[src/rtl/ray_frame_scheduler_pkg.sv]
// Shared types and frame-size constants for the ray frame scheduler and its credit counter.
`ifndef PIXEL_X
`define PIXEL_X 639
`endif
`ifndef PIXEL_Y
`define PIXEL_Y 479
`endif

package ray_frame_scheduler_pkg;

  typedef struct packed {
    logic [15:0] posX;
    logic [15:0] posY;
    logic [15:0] posZ;
    logic [15:0] dirX;
    logic [15:0] dirY;
    logic [15:0] dirZ;
  } Camera;

  typedef enum logic [2:0] {IDLE, LOAD, ISSUE, DRAIN, DONE} sched_state_t;

  localparam int NUM_PIXELS = (`PIXEL_X + 1) * (`PIXEL_Y + 1);

endpackage

[src/rtl/credit_counter.sv]
// Tracks free slots in the downstream ray FIFO; a simultaneous consume and release cancel out,
// and a release with every slot already free is flagged and ignored.
module credit_counter #(
  parameter int CREDITS = 16,
  localparam int CW = $clog2(CREDITS + 1)
) (
  input  logic          clk,
  input  logic          reset,
  input  logic          consume_i,
  input  logic          release_i,
  output logic [CW-1:0] count_o,
  output logic          available_o,
  output logic          overflow_o
);

  localparam logic [CW-1:0] FULL = CW'(CREDITS);

  logic [CW-1:0] count_q, count_d;

  always_comb begin
    count_d    = count_q;
    overflow_o = 1'b0;
    if (consume_i && !release_i) begin
      count_d = count_q - CW'(1);
    end else if (release_i && !consume_i) begin
      if (count_q == FULL) begin
        overflow_o = 1'b1;
      end else begin
        count_d = count_q + CW'(1);
      end
    end
  end

  always_ff @(posedge clk) begin
    if (reset) begin
      count_q <= FULL;
    end else begin
      count_q <= count_d;
    end
  end

  assign count_o     = count_q;
  assign available_o = (count_q != '0);

endmodule

[src/rtl/ray_frame_scheduler.sv]
// Sequences one full frame of generator start pulses under FIFO credit flow control,
// counts returned rays and pulses frame_done_o once the last one is back.
`ifndef PIXEL_X
`define PIXEL_X 639
`endif
`ifndef PIXEL_Y
`define PIXEL_Y 479
`endif

module ray_frame_scheduler
  import ray_frame_scheduler_pkg::*;
#(
  parameter int PIXEL_X = `PIXEL_X,
  parameter int PIXEL_Y = `PIXEL_Y,
  parameter int CREDITS = 16
) (
  input  logic  clk,
  input  logic  reset,
  input  logic  frame_start_i,
  input  Camera cam_in_i,
  output Camera cam_out_o,
  output logic  gen_start_o,
  input  logic  gen_valid_i,
  input  logic  credit_return_i,
  output logic  busy_o,
  output logic  frame_done_o,
  output logic  error_o
);

  localparam int N     = (PIXEL_X + 1) * (PIXEL_Y + 1);
  localparam int CNT_W = $clog2(N + 1);
  localparam int CW    = $clog2(CREDITS + 1);
  localparam logic [CNT_W-1:0] LAST = CNT_W'(N);

  sched_state_t      state_q, state_d;
  logic [CNT_W-1:0]  issued_q, issued_d;
  logic [CNT_W-1:0]  returned_q, returned_d;
  Camera             cam_q, cam_d;
  logic              gen_start_q;
  logic              error_q, error_d;
  logic              issue;
  logic              count_valid;
  logic [CW-1:0]     credits;
  logic              credits_available;
  logic              credits_overflow;

  credit_counter #(.CREDITS(CREDITS)) u_credits (
    .clk        (clk),
    .reset      (reset),
    .consume_i  (issue),
    .release_i  (credit_return_i),
    .count_o    (credits),
    .available_o(credits_available),
    .overflow_o (credits_overflow)
  );

  // Issuing is already allowed in LOAD so the registered start lands in the first ISSUE cycle.
  always_comb begin
    state_d     = state_q;
    issued_d    = issued_q;
    returned_d  = returned_q;
    cam_d       = cam_q;
    error_d     = error_q;
    issue       = (state_q == LOAD || state_q == ISSUE) && credits_available && (issued_q != LAST);
    count_valid = gen_valid_i && (state_q == ISSUE || state_q == DRAIN) && (returned_q != LAST);

    if (issue) issued_d = issued_q + CNT_W'(1);
    if (count_valid) returned_d = returned_q + CNT_W'(1);
    if (credits_overflow || (gen_valid_i && (state_q == IDLE || state_q == LOAD))) error_d = 1'b1;

    case (state_q)
      IDLE: begin
        if (frame_start_i) begin
          state_d    = LOAD;
          cam_d      = cam_in_i;
          issued_d   = '0;
          returned_d = '0;
        end
      end
      LOAD:    state_d = ISSUE;
      ISSUE:   if (issued_d == LAST) state_d = DRAIN;
      DRAIN:   if (returned_d == LAST) state_d = DONE;
      DONE:    state_d = IDLE;
      default: state_d = IDLE;
    endcase
  end

  always_ff @(posedge clk) begin
    if (reset) begin
      state_q     <= IDLE;
      issued_q    <= '0;
      returned_q  <= '0;
      cam_q       <= '0;
      gen_start_q <= 1'b0;
      error_q     <= 1'b0;
    end else begin
      state_q     <= state_d;
      issued_q    <= issued_d;
      returned_q  <= returned_d;
      cam_q       <= cam_d;
      gen_start_q <= issue;
      error_q     <= error_d;
    end
  end

  assert property (@(posedge clk) disable iff (reset) credits <= CW'(CREDITS));

  assign cam_out_o    = cam_q;
  assign gen_start_o  = gen_start_q;
  assign busy_o       = (state_q != IDLE);
  assign frame_done_o = (state_q == DONE);
  assign error_o      = error_q;

endmodule

[config.mk]
export PLATFORM = sky130hd
export DESIGN_NAME = ray_frame_scheduler
export DESIGN_NICKNAME = d
export VERILOG_FILES = /design/src/rtl/ray_frame_scheduler_pkg.sv /design/src/rtl/credit_counter.sv /design/src/rtl/ray_frame_scheduler.sv
export SDC_FILE = /design/constraint.sdc
export NUM_CORES = 1
export LEC_CHECK = 0
export ABC_AREA = 1
export CELL_PAD_IN_SITES_DETAIL_PLACEMENT = 0
export CELL_PAD_IN_SITES_GLOBAL_PLACEMENT = 1
export CORE_UTILIZATION = 35
export CTS_BUF_LIST = sky130_fd_sc_hd__clkbuf_8 sky130_fd_sc_hd__clkbuf_16
export CTS_CLUSTER_SIZE = 40
export DETAILED_ROUTE_END_ITERATION = 10
export GPL_TIMING_DRIVEN = 0
export PLACE_DENSITY_LB_ADDON = 0.05
export SETUP_SLACK_MARGIN = 0.05
export SYNTH_ARGS = -nofsm -noshare
export SYNTH_HDL_FRONTEND = slang
export SYNTH_SLANG_ARGS = --single-unit
[constraint.sdc]
create_clock -name clk -period 5.9 [get_ports clk]
set_input_delay 1.77 -clock clk [delete_from_list [all_inputs] [get_ports clk]]
set_output_delay 1.77 -clock clk [all_outputs]
set_load 0.02 [all_outputs]
==> results.cfg, run 1 <==
[outcome]
status = finished clean

[critical_path]
path_class = flip-flop to primary output
worst-path-buf-inv = 2
crit_fanout = 5
endpoint_kind = primary output
crit_arrival_ps = 1760
path_cells = inv_1 -> nand2_1 -> clkdlybuf4s50_1
startpoint_type = flip-flop
cpMaxStageDelayCell = clkdlybuf4s50_1
cp_top_family = buffers and inverters
max_stage_delay_ps = 670
critPathRequiredTime_ps = 4130

[synthesis]
postSynthAreaPerCell_um2 = 7.10
synth_top_area_share_pct = 44.7
ys_async_sr_fraction_pct = 0
synth-edff-count = 0
yosys.area.top_type = dfxtp_1
ys_types = 32
synthTopCellsByCount = 226 x nand2_1, 144 x dfxtp_1, 138 x nand3_1
ys.flop_type = dfxtp_1
ys_seq_area_share_pct = 44.7
syn-num-nets = 1020
synthesis.area_mm2 = 0.00645
synth.most_common_cell = nand2_1
synth_seq_cells = 144
yosys_warnings = 0
syn_inst = 909
synth_area_leaders = dfxtp_1 45%, nand2_1 13%, nand3_1 11%

[floorplan]
io_pins = 201
die-width_um = 138
dieHeight_um = 138
start_util_pct = 35.8
rows = 49
die-area_mm2 = 0.0190
coreArea_mm2 = 0.0180

[power_and_ir_drop]
p_leak_nw = 3.52
ir_drop_uv = 235
pwr_density_cell_mw_per_mm2 = 365

[cells_and_area]
instances_no_fill = 1369
finalNetCount = 1238
areaGrowthSynthToFinish_pct = 44.6
antenna_cells = 0
drive_gt1_share_pct = 5.53

[cts]
clk_pin_slew_ps = 60
cts_resized = 0
numCtsBuffers = 17
postCtsSetupBuffers = 0
cts_hold_buf = 0
ctsRootBufferMaster = clkbuf_16
clock_path_buffers = 2
cts.htree.levels = 4
clock-sinks = 144
insertion_delay_ps = 420
cts_tree = done

[sta]
period_share_pct = 59.8
finalMaxSlewViolations = 0
relSlewSlack_pct = 57.7
rsz0062_at_grt = false
finalSetupTns_ps = 0
worst_slew_pin_slew_ps = 635
timing.fmax_mhz = 284
hold_viol_final = 0
finalCriticalPeriod_ps = 3530
finalClockSkew_ps = 13.8
setup_viol = 0

[placed_design]
post-dp-hpwl_um = 14600
gp_congestion = 0.834
dp_cells = 1337
portBuffers = 199

[grt]
grt_antenna_before_repair = 0
grt_pass1_wl_um = 30400
grt_pass1_vias = 6034
grt_max_degree = 17
overflow = 0
grt_use_total_pct = 20.7

[detailed_routing]
drt_iter0_drc = 273
ant_nets = 0
drc = 0
totalWireLength_um = 19400
drt-vias-per-instance = 4.74
dr.pass1.iters = 4
vias = 6493
avgRoutedWirePerCell_um = 14.2

[hold_path]
hold_class = flip-flop to flip-flop

[job]
cap_violations = 0
[worst reg2reg max path: stages (launching register included)]
cell and delay (ps):
dfxtp_1 520, inv_1 100, ha_1 210, inv_1 60
nor2_1 40, nand3_1 80, nor2_2 50, a21oi_2 320
ha_1 340, ha_1 320, nand2_1 90, nor2_1 40
a211oi_1 230, o21ai_0 120, a21oi_1 170, o21ai_0 90
a21o_1 160
[stage by stage]
| step | utilization (%) | setup slack [ps] | total power, mW | cell area, µm² | hold slack, ps |
|---|---|---|---|---|---|
| final | 51.7 | 2370 | 3.41 | 9330 | 459 |
| after global routing | 51.7 | 2190 | 3.62 | 9330 | 475 |
| after CTS | 51.7 | 2330 | 3.45 | 9330 | 462 |
| after detailed placement | 48.4 | 1930 | 2.34 | 8730 | 451 |
| after global placement | 48.4 | 1900 | 2.34 | 8730 | 448 |
| after floorplan | - | 2650 | 1.87 | 6450 | 444 |
[final timing paths]
path / slack [ps] / cells past startpoint / to / start
hold / removal: 460 / 2 / cam_out_o[28]$_SDFFE_PP0P_ / cam_out_o[28]$_SDFFE_PP0P_
setup reg to reg: 2860 / 16 / u_credits.count_o[4]$_SDFFE_PP1P_ / issued_q[0]$_SDFF_PP0_
setup / recovery: 2370 / 3 / busy_o / state_q[1]$_SDFFE_PP0P_
hold reg to reg: 460 / 2 / cam_out_o[28]$_SDFFE_PP0P_ / cam_out_o[28]$_SDFFE_PP0P_
[cell families (layout without fill, tap and decap cells)]
group / Yosys count / count (layout) / share of synthesized area (%)
buffers and inverters: 103 / 334 / 6.29
XOR/XNOR: 15 / 15 / 2.04
adder cells (fa/ha/maj): 10 / 10 / 2.06
AO/OA/AOI/OAI: 134 / 134 / 10.8
AND/OR/NAND/NOR: 503 / 503 / 34.1
flip-flops: 144 / 144 / 44.7
[layout make-up]
class | count | area (µm²)
Inverter | 55 | 211
Clock inverter | 15 | 174
Multi-Input combinational cell | 662 | 3160
Timing Repair Buffer | 199 | 1990
Tap cell | 229 | 287
Sequential cell | 144 | 2880
Fill cell | 1835 | 8700
Buffer | 48 | 194
Clock buffer | 17 | 425
[flip-flops by register name (all words and copies together) (netlist names)]
| name | flops |
|---|---|
| error_o | 1 |
| gen_start_o | 1 |
| cam_out_o | 96 |
| state_q | 3 |
| u_credits.count_o | 5 |
| returned_q | 19 |
| issued_q | 19 |
[layout by cell type (no fill, tap or decap), types with 12 or more instances in the layout]
cell type / n
a21oi_1: 114
clkbuf_1: 38
clkbuf_16: 17
clkdlybuf4s50_1: 199
dfxtp_1: 144
inv_1: 50
nand2_1: 226
nand3_1: 138
nand4_1: 14
nor2_1: 93
xor2_1: 12
[power by group]
group          internal, mW  total, mW  switching (mW)
clock                 0.638       1.10           0.462
sequential             1.10       1.18          0.0784
combinational         0.443       1.13           0.684
total                  2.18       3.41            1.22
[layer usage]
layer  track usage (%)  share of wire (%)
met4              6.88                1.7
met3              7.25                7.1
met2              32.5                 46
met1              26.4                 46
met5                 0                  0
No activity file was read; power rests on OpenSTA's default activity.
==> run 2: changes to the inputs <==
CORE_UTILIZATION = 29   (was 35)
clock period = 3.2 ns   (was 5.9 ns; I/O delays follow)
==> run 2 against run 1 <==
Global-route usage fell by 2.8 points. Register-to-register slack worse by 2500 ps. Clock skew down 5.4 ps. Critical endpoint is now state_q[0]$_SDFFE_PP0P_. Sequential power grew 85%. Sequential share of layout area shrank 0.077 points. Via count up 0.11%. Wire length rose by 6.1%. Largest cell class unchanged. Clock power up 70%. Critical path depth up 11. Power rose by 81%. Worst setup slack lost 2000 ps. First-iteration DRC count decreased by 30%.
==> results.cfg, run 2 (same netlist as run 1, synthesis figures left out) <==
[sta]
setup_viol = 0
finalClockSkew_ps = 8.38
rsz0062_at_grt = false
relSlewSlack_pct = 58.0
period_share_pct = 87.6
timing.fmax_mhz = 357
worst_slew_pin_slew_ps = 630
hold_viol_final = 0
finalMaxSlewViolations = 0
finalCriticalPeriod_ps = 2800

[critical_path]
path_class = input pin to flip-flop
cpMaxStageDelayCell = clkdlybuf4s50_1
max_stage_delay_ps = 500
critPathRequiredTime_ps = 3480
crit_fanout = 4
path_cells = clkdlybuf4s50_1 -> nand3_2 -> nor2_2 -> nand4_1 -> nand2_1 -> nand2_1 -> inv_1 -> nand2_1 -> nor2_1 -> nand3_1 -> nor2_1 -> nor2_1 -> a31oi_1 -> nor2_1
crit_top_cell = nor2_1
startpoint_type = input pin
crit_arrival_ps = 3080
endpoint_kind = flip-flop

[hold_path]
hold_class = flip-flop to flip-flop

[floorplan]
start_util_pct = 29.6
die-area_mm2 = 0.0228
dieHeight_um = 151
coreArea_mm2 = 0.0218
rows = 54
die-width_um = 151
io_pins = 201

[grt]
busiest_layer = met2
grt_max_degree = 17
grt_pass1_wl_um = 31700
grt_antenna_before_repair = 1
grt_use_met3_pct = 6.75
grt_use_total_pct = 18.0
grt_pass1_vias = 6120
gr-usage-met1_pct = 22.7
overflow = 0
use_met2_pct = 28.3

[cells_and_area]
post-route-util_pct = 42.9
seq_area_mm2 = 0.00288
finalNetCount = 1238
multi_input_area_mm2 = 0.00317
layout_common_cells = 226 x nand2_1, 199 x clkdlybuf4s50_1, 143 x dfxtp_1
final.fill_count = 2330
areaGrowthSynthToFinish_pct = 45.0
final_common_cell = nand2_1
drive_gt1_share_pct = 5.70
largest_reg_flops = 96
final_area_mm2 = 0.00936

[outcome]
status = finished clean

[job]
cap_violations = 0

[placed_design]
gp_congestion = 0.816
portBuffers = 199
post-dp-hpwl_um = 15500
postPlaceCellArea_mm2 = 0.00879

[detailed_routing]
vias = 6500
drt_iter0_drc = 192
avgRoutedWirePerCell_um = 14.5
drc = 0
drt-vias-per-instance = 4.57
totalWireLength_um = 20600
dr.pass1.iters = 4
ant_nets = 0

[cts]
insertion_delay_ps = 410
numCtsBuffers = 17
clk_pin_slew_ps = 60
postCtsSetupBuffers = 0
cts.htree.levels = 4
cts_resized = 0
clock-sinks = 144
cts_hold_buf = 0
ctsRootBufferMaster = clkbuf_16
cts_tree = done
clock_path_buffers = 2

[power_and_ir_drop]
pwr_density_cell_mw_per_mm2 = 658
p_leak_nw = 3.49
ir_drop_uv = 325
-- run 2: cell count changes in the layout (fill, tap and decap cells not counted), sizes merged --
cell / before / now
diode: 0 / 1
clkinvlp: 3 / 5
clkinv: 3 / 4
inv: 62 / 61
bufinv: 2 / 0
-- run 2: worst paths after layout --
kind	from	to	slack [ps]	cells past startpoint
worst max register to register	issued_q[0]$_SDFF_PP0_	u_credits.count_o[4]$_SDFFE_PP1P_	400	16
worst min register to register	cam_out_o[91]$_SDFFE_PP0P_	cam_out_o[91]$_SDFFE_PP0P_	460	2
worst min-delay path	cam_out_o[91]$_SDFFE_PP0P_	cam_out_o[91]$_SDFFE_PP0P_	460	2
worst max-delay path	gen_valid_i	state_q[0]$_SDFFE_PP0P_	400	14
-- run 2: final cells by class --
class                   instances  area share (%)
clock buffers                  17            4.55
plain buffers                  48            2.07
clock inverters                15            1.32
diodes                          1          0.0267
repair buffers                199            21.3
well taps                     280            3.74
multi-input cells             662            33.9
inverters                      55            2.26
flip-flops and latches        144            30.8
-- run 2: per-stage QoR --
step | setup WS (ps) | instances | hold WS, ps | total power [mW] | TNS, ps
after CTS | 64.4 | 1420 | 461 | 6.25 | 0
after global routing | 108 | 1421 | 473 | 6.55 | 0
final | 398 | 1421 | 460 | 6.15 | 0
after detailed placement | -52.3 | 1388 | 453 | 4.35 | -431
after global placement | -14.8 | 1388 | 448 | 4.35 | -25.7
after floorplan | 655 | 909 | 444 | 3.44 | 0
-- run 2: layer usage --
layer / routed length (µm) / vias up / share of wire, %
li1: - / 3429 / -
met1: 9330 / 2901 / 45
met2: 9280 / 155 / 45
met3: 1630 / 15 / 7.9
met4: 352 / 0 / 1.7
met5: 0 / - / 0
-- run 2: where the power goes --
part / internal (mW) / leakage [nW] / switching, mW
clock network: 1.01 / 0.256 / 0.859
registers: 2.03 / 1.18 / 0.144
logic: 0.821 / 2.05 / 1.29
-- run 2: worst max-delay path: cells and delay by family --
family | cells | cell delay (ps)
AO/OA/AOI/OAI | 1 | 140
AND/OR/NAND/NOR | 11 | 1410
buffers and inverters | 2 | 560
==> patch, RTL diff (flow settings as in run 2) <==
Change the macro `PIXEL_Y` from 479 to 1916.
--- a/src/rtl/ray_frame_scheduler_pkg.sv
+++ b/src/rtl/ray_frame_scheduler_pkg.sv
@@ -3,7 +3,7 @@
 `define PIXEL_X 639
 `endif
 `ifndef PIXEL_Y
-`define PIXEL_Y 479
+`define PIXEL_Y 1916
 `endif
 
 package ray_frame_scheduler_pkg;
Check against the original RTL: no difference found for any inputs over 10 cycles, from zero or initial values and one cycle with reset high; that may be too few to reach the edited logic, so the function may still have changed.
==> patch against run 2 <==
- final area is 2.1% higher
- hold slack worse by 0.017 ns
- wire length is 1.3% higher
- worst setup slack worse by 0.031 ns
- clock power is 7% higher
- largest cell class is now flip-flops and latches
- area after synthesis is 2.4% higher
- non-clock buffer count is 10 lower
- sequential cell count is 4 higher
- highest routed layer is now met5
- global-route usage is 0.23 points higher
- total power is 22% higher
- fmax is 1.1% lower
==> patch: results (changes against run 2) <==
| Metric | Value |
|---|---|
| Max Clock Skew | 0.008951 ns (+0.0005736 ns) |
| Metal3 WL | 1699 um (+4.3%) |
| Post-Place Setup Slack | -0.08776 ns (-0.03547 ns) |
| Number of unique standard cell types used by synthesis | 35 (+9.4%) |
| Sequential-to-total area share from yosys stat | 0.4486 (+0.001625) |
| Number of multi-input combinational cells in the layout | 564 (-15%) |
| Crit path DAT | 3.15 ns (+0.07 ns) |
| Number of ordinary and repair buffers in the finished layout | 237 (-4.0%) |
| Transition time of the tightest slew-check pin | 0.6938 ns (+0.06427 ns) |
| Compound-gate portion of the synthesized area | 0.1801 (+0.07210) |
| Final instance count without filler cells | 1430 (+0.63%) |
| Largest stage delay on the critical path | 0.35 ns (-0.15 ns) |
| Worst setup path endpoint | u_credits.count_o[4] |
| Drt via density | 4.399 (-3.8%) |
| Maximum net fanout on the critical path | 6 (+2) |
| Final Cell Area | 9552 um2 (+2.1%) |
| Filler Cell Count | 2301 (-1.2%) |
| Port bufs | 200 (+0.50%) |
| Endpoint, Worst Hold | cam_out_o[46] |
| Footprint of the flip-flops and latches | 2964 um2 (+2.8%) |
| Proportion of final cell area spent on non-clock buffers | 0.2249 (-0.008735) |
| Topmost layer with routed signal wires | met5 |
| Cell Area, Placed | 8957 um2 (+1.9%) |
| Number of cells traversed by the worst register-to-register path | 18 (+2) |
| Standard cell with the maximum stage delay on the critical path | sky130_fd_sc_hd__dfxtp_2 |
| Detailed placement HPWL | 15720 um (+1.4%) |
| Area taken by multi-input logic gates | 2879 um2 (-9.2%) |
| Antenna fix cells | 0 (-1) |
| Mean instance size in the synthesized netlist | 7.195 um2 (+1.4%) |
| Worst-skew pair later-pin latency | 0.43 ns (+0.02 ns) |
| Wire length per cell after detailed routing | 14.59 um (+0.65%) |
| Outcome | finished clean |
| Post-Syn Nets | 1029 (+0.88%) |
| First-pass GRT wire length | 33360 um (+5.2%) |
| Via count of the first global-routing pass | 6281 (+2.6%) |
patch: changes by cell type after synthesis, moves of 4 or more:
cell	delta
sky130_fd_sc_hd__o21ai_0	+97
sky130_fd_sc_hd__nand2_2	-4
sky130_fd_sc_hd__buf_1	-4
sky130_fd_sc_hd__nor2_1	+9
sky130_fd_sc_hd__nor2_4	+4
sky130_fd_sc_hd__dfxtp_1	+4
sky130_fd_sc_hd__inv_1	+115
sky130_fd_sc_hd__xor2_1	+5
sky130_fd_sc_hd__clkbuf_1	-5
sky130_fd_sc_hd__nand2_1	-109
sky130_fd_sc_hd__nand3_1	-98
sky130_fd_sc_hd__nor2_2	-4
patch: kinds of logic after synthesis:
kind of cell,after synthesis
AND/OR/NAND/NOR,298
AO/OA/AOI/OAI,232
buffers and inverters,206
flip-flops,148
XOR/XNOR,24
adder cells (fa/ha/maj),10
patch: timing repair:
action / 4_1_cts / 5_1_grt
setup endpoints to repair: 1 / 1
hold buffers: 0 / 0
pin swaps: 0 / 1
resized for setup: 1 / 6
